<file path="src/rtl/stream_demux_reg.sv">
// Registered 1:N_CH valid/ready stream demultiplexer.
// Ports: clk, rst_n, in_valid/in_ready/in_data/in_sel input stream;
//   out_valid/out_ready/out_data per-channel output registers;
//   err_sel sticky bad-select flag (cleared by err_clr);
//   drop_cnt saturating count of dropped words.
// Optional macro DEMUX_BCAST_EN adds in_bcast (load all channels).
module stream_demux_reg #(
  parameter int DATA_W = 32,
  parameter int N_CH   = 32,
  parameter int SEL_W  = 5,
  parameter int CNT_W  = 8
) (
  input  logic                   clk,
  input  logic                   rst_n,
  input  logic                   in_valid,
  output logic                   in_ready,
  input  logic [DATA_W-1:0]      in_data,
  input  logic [SEL_W-1:0]       in_sel,
`ifdef DEMUX_BCAST_EN
  input  logic                   in_bcast,
`endif
  output logic [N_CH-1:0]        out_valid,
  input  logic [N_CH-1:0]        out_ready,
  output logic [N_CH*DATA_W-1:0] out_data,
  output logic                   err_sel,
  input  logic                   err_clr,
  output logic [CNT_W-1:0]       drop_cnt
);

  localparam logic [SEL_W:0] NCH =
    (SEL_W+1)'(N_CH);

  logic [N_CH-1:0]             valid_q;
  logic [N_CH-1:0]             valid_d;
  logic [N_CH-1:0][DATA_W-1:0] data_q;
  logic [N_CH-1:0][DATA_W-1:0] data_d;
  logic                        err_q;
  logic                        err_d;
  logic [CNT_W-1:0]            cnt_q;
  logic [CNT_W-1:0]            cnt_d;

  logic [N_CH-1:0] hit;
  logic [N_CH-1:0] room;
  logic [N_CH-1:0] load;
  logic            sel_ok;
  logic            bcast;
  logic            in_xfer;
  logic            drop;

`ifdef DEMUX_BCAST_EN
  assign bcast = in_bcast;
`else
  assign bcast = 1'b0;
`endif

  always_comb begin
    hit = '0;
    for (int k = 0; k < N_CH; k++) begin
      hit[k] = (in_sel == SEL_W'(k));
    end
  end

  // A channel can take a word if empty
  // or draining this same cycle.
  assign room   = ~valid_q | out_ready;
  assign sel_ok = ({1'b0, in_sel} < NCH);

  always_comb begin
    in_ready = 1'b1;
    if (bcast) begin
      in_ready = &room;
    end else if (sel_ok) begin
      in_ready = |(hit & room);
    end
  end

  assign in_xfer = in_valid & in_ready;
  assign drop    = in_xfer & ~bcast & ~sel_ok;

  always_comb begin
    load = '0;
    if (in_xfer) begin
      load = bcast ? '1 : hit;
    end
  end

  always_comb begin
    valid_d = valid_q;
    data_d  = data_q;
    for (int k = 0; k < N_CH; k++) begin
      if (load[k]) begin
        valid_d[k] = 1'b1;
        data_d[k]  = in_data;
      end else if (out_ready[k]) begin
        valid_d[k] = 1'b0;
      end
    end
  end

  always_comb begin
    err_d = err_q;
    if (drop) begin
      err_d = 1'b1;
    end else if (err_clr) begin
      err_d = 1'b0;
    end
  end

  always_comb begin
    cnt_d = cnt_q;
    if (drop && (cnt_q != '1)) begin
      cnt_d = cnt_q + 1'b1;
    end
  end

  always_ff @(posedge clk or negedge rst_n) begin
    if (!rst_n) begin
      valid_q <= '0;
      data_q  <= '0;
      err_q   <= 1'b0;
      cnt_q   <= '0;
    end else begin
      valid_q <= valid_d;
      data_q  <= data_d;
      err_q   <= err_d;
      cnt_q   <= cnt_d;
    end
  end

  assign out_valid = valid_q;
  assign out_data  = data_q;
  assign err_sel   = err_q;
  assign drop_cnt  = cnt_q;

endmodule

</file>
<file path="config.mk">
export PLATFORM = sky130hd
export DESIGN_NAME = stream_demux_reg
export DESIGN_NICKNAME = d
export VERILOG_FILES = /design/src/rtl/stream_demux_reg.sv
export SDC_FILE = /design/constraint.sdc
export NUM_CORES = 1
export LEC_CHECK = 0
export CORE_AREA = 2 2 442 444
export DETAILED_ROUTE_END_ITERATION = 7
export DIE_AREA = 0 0 444 446
export SLEW_MARGIN = 20
export SYNTH_ARGS = -nofsm -noshare
export SYNTH_HDL_FRONTEND = slang
export SYNTH_SLANG_ARGS = --single-unit
</file>
<file path="constraint.sdc">
create_clock -name clk -period 4 [get_ports clk]
set_clock_uncertainty 0.2 [all_clocks]
set_input_delay 0.8 -clock clk [delete_from_list [all_inputs] [get_ports clk]]
set_output_delay 0.8 -clock clk [all_outputs]
set_load 0.05 [all_outputs]
</file>
==> summary.txt <==
Detailed routing
  – DR pass1 iterations: 6
  – Total length of routed wires: ~190 mm
  – Mean number of vias per cell: around 4.8
  – Violation count after the first detailed-routing iteration: about 2,300
  – Residual antenna-violating net count after detailed routing: 0
  – Vias after detailed routing: a little over 30,000
  – DRC violation count after routing: 0
  – Average routed wire per standard cell: between 20 and 30 um

GRT
  – Pin count of the biggest net entering global routing: about 100
  – Number of global-route vias before repair: about 30,000
  – Total routing resource utilization after global routing: between 15 and 20%
  – Antenna violations before repair: 19
  – Total grt overflow: 0
  – Wire length of the first global-routing pass: 252 mm

Floorplanning
  – Ports placed on the boundary: 1,139
  – DIE AREA: ~200,000 um2
  – DIE WIDTH: about 440 um
  – Starting utilization of the core area: a little over a fifth
  – Cell row count: between 150 and 200
  – Area of the core region: roughly 190,000 um2
  – Height of the chip: between 400 and 500 um

Critical path
  – Longest individual stage delay on the worst path: about 540 ps
  – Category of the most critical setup path: in2out
  – Crit path max-delay cell type: sky130_fd_sc_hd__or4_4
  – Capture instance of the worst register-to-register path: out_data[424]$_DFFE_PN0P_
  – Critical path capture point type: output pin
  – Worst path top cell family by delay: simple AND/OR/NAND/NOR gates
  – Worst reg2reg path depth: 8
  – Sum of buffers and inverters on the critical path: 3
  – Worst EP required: 3000 ps
  – WP data arrival: roughly 3000 ps
  – Launching point of the worst reg2reg path: out_valid[18]$_DFFE_PN0P_
  – Startpoint types: input port
  – Slack of the worst reg-to-reg path: roughly 660 ps
  – List of cells traversed by the critical path: clkdlybuf4s50_1 > buf_12 > nor4b_4 > a22o_1 > a22o_1 > or4_4 > nand2b_4 > buf_12
  – Maximum fanout count along the critical path: 13

Clock network
  – Clock latency on the worst-skew pair: slightly below 800 ps
  – Total clock buffers created by CTS: about 110
  – Deepest level of the CTS H-tree: 3
  – TritonCTS clock tree: yes
  – Clock slew at the register clock pins of the worst setup and hold paths: approximately 60 ps
  – Root buffer cell: sky130_fd_sc_hd__clkbuf_16
  – Maximum number of buffers from clock root to sink: 3
  – Sink Count: 1,056

Synthesis
  – Count of unique library cells instantiated by Yosys: between 40 and 50
  – Syn avg cell area: about 15 um2
  – Sequential-to-total area share from yosys stat: 65.4%
  – Mapped Area: a little over 40,000 um2
  – Fraction of synthesized cell area taken by the top area cell type: ~65%
  – Synthesized flop and latch total: between 1,000 and 1,500
  – Synth top cells by count: 1,056 x sky130_fd_sc_hd__dfrtp_1, 512 x sky130_fd_sc_hd__a32o_1, 348 x sky130_fd_sc_hd__mux2_1, 164 x sky130_fd_sc_hd__mux2_2, 136 x sky130_fd_sc_hd__clkbuf_1
  – Flip-flop cell with the highest count after synthesis: sky130_fd_sc_hd__dfrtp_1
  – Cells taking the most area after synthesis: sky130_fd_sc_hd__dfrtp_1 65%, sky130_fd_sc_hd__a32o_1 13%, sky130_fd_sc_hd__mux2_1 9.7%, sky130_fd_sc_hd__mux2_2 4.6%, sky130_fd_sc_hd__clkbuf_1 1.3%
  – Yosys warnings: 0
  – Leading area contributor after synthesis: sky130_fd_sc_hd__dfrtp_1
  – Share of synthesized registers carrying an async set or reset: 100%
  – Most frequently used cell type in the post-synthesis netlist: sky130_fd_sc_hd__dfrtp_1
  – Post-synthesis instance total: ~2,600
  – Number of enable flip-flop cells after synthesis: 0

Finish
  – Count of nets after finishing: about 3,900
  – Core occupancy in the finished layout: 31.1%
  – Finished Cell Area: between 60,000 and 70,000 um2
  – P&R area growth vs syn: 49.1%
  – Post-route non-filler standard cell count: ~6,400
  – Fillers: 19,300
  – Layout cells sized above 1: around 17%

Placed design
  – Buffers added on ports: 1,128
  – Half-perimeter wire length of the detailed placement result: roughly 130 mm
  – Final weighted congestion in routability-driven placement: 0.809
  – Placed Area: ~56,000 um2
  – Post-Place Cells: slightly above 6,000

Run
  – Max-cap violation count: 0

Timing
  – Final setup fails: 0
  – Worst slew margin: roughly a third
  – Highest clock rate: ~0.25 GHz
  – Time the worst path needs with I/O delays and setup: around 4000 ps
  – Sum of negative setup slack: 0 ps
  – Final hold violation count: 0
  – RSZ-0062 raised after global routing: no
  – Worst-Margin Slew: between 900 and 1000 ps
  – Final worst path period share: a little over nine tenths
  – Slew Limit Fails: 0

Worst hold path
  – Hold path start: out_data[260]$_DFFE_PN0P_
  – Hold Path End: out_data[260]$_DFFE_PN0P_
  – Hold/Removal Path Class: reg2reg
  – Depth of the worst hold-timing path: 1

Power and ir drop
  – P_leak: ~26 nW
  – Power density over cell area: 624 nW/um2
  – IR Drop Worst-Case VDD: 0.415 mV
  – Overall power of the completed layout: around 0.038 W

Status
  – Result of the run: finished clean
==> per-layer routing <==
metal	up-vias	wire length, um	track usage [%]
met5	-	49	0
met4	8	6870	6.70
met3	297	15800	5.23
met2	1501	92300	30.7
met1	16500	70700	21.3
li1	12300	-	-
==> worst max-delay path by stage <==
stage | from | end | slack, ps | cells past startpoint
2_1_floorplan | in_sel[3] | in_ready | 210 | 9
3_3_place_gp | in_sel[2] | in_ready | -350 | 8
3_5_place_dp | in_sel[2] | in_ready | -360 | 8
4_1_cts | in_sel[4] | in_ready | 2 | 9
5_1_grt | in_sel[2] | in_ready | 8 | 8
6_report | in_sel[1] | in_ready | 40 | 8
==> cell usage in the layout, fill, tap and decap left out, types with 22 or more instances in the layout <==
cell type,netlist,routed
sky130_fd_sc_hd__clkdlybuf4s50_1,0,1124
sky130_fd_sc_hd__a32o_1,512,512
sky130_fd_sc_hd__clkbuf_8,0,29
sky130_fd_sc_hd__clkbuf_1,136,22
sky130_fd_sc_hd__mux2_1,348,348
sky130_fd_sc_hd__mux2_2,164,164
sky130_fd_sc_hd__clkbuf_16,0,114
sky130_fd_sc_hd__buf_4,55,172
sky130_fd_sc_hd__o21ai_0,22,22
sky130_fd_sc_hd__dfrtp_1,1056,1056
sky130_fd_sc_hd__buf_12,0,78
==> metrics by stage <==
step / setup WS [ps] / hold WS, ps
after floorplan: 207 / 304
after global placement: -349 / 273
after detailed placement: -361 / 280
after CTS: 2.11 / 293
after global routing: 8.42 / 298
final: 40.3 / 288
==> where the power goes <==
group | switching, W | total (W) | internal (W)
Combinational | 0.00909 | 0.0134 | 0.00431
Clock | 0.00454 | 0.0107 | 0.00619
Sequential | 0.00103 | 0.0135 | 0.0124
Total | 0.0147 | 0.0376 | 0.0229
==> layout make-up <==
type / count / area [um2] / share of cell area (%)
sequential: 1056 / 26400 / 43.8
timing repair buffer: 1381 / 14200 / 23.6
multi-input combinational: 1211 / 12500 / 20.8
clock buffer: 164 / 3310 / 5.49
tap: 2542 / 3180 / 5.28
clock inverter: 40 / 505 / 0.839
inverter: 20 / 75.1 / 0.125
antenna: 13 / 32.5 / 0.0540
==> flip-flops by register name, summed over array words and instances, names as in the netlist <==
name	flops
out_data	1024
out_valid	32
==> kinds of logic (layout without fill, tap and decap cells) <==
group | Yosys count | count (layout) | synth area share [%]
buf+inv | 352 | 1605 | 4.53
simple gates | 130 | 130 | 2.19
flops | 1056 | 1056 | 65.4
compound gates | 558 | 558 | 13.6
mux | 514 | 514 | 14.3
other cells | 1 | 22 | 0.00928
==> repair_timing <==
| action | 4_1_cts | 5_1_grt |
|---|---|---|
| resized for setup | 11 | 5 |
| cloned | 1 | 1 |
| pin swaps | 1 | 0 |
| hold endpoints to repair | 43 | 0 |
| setup endpoints to repair | 1 | 1 |
| hold buffers | 1 | 0 |
| buffers inserted | 1 | 0 |
Note: power is estimated with default switching activity, not from simulation.
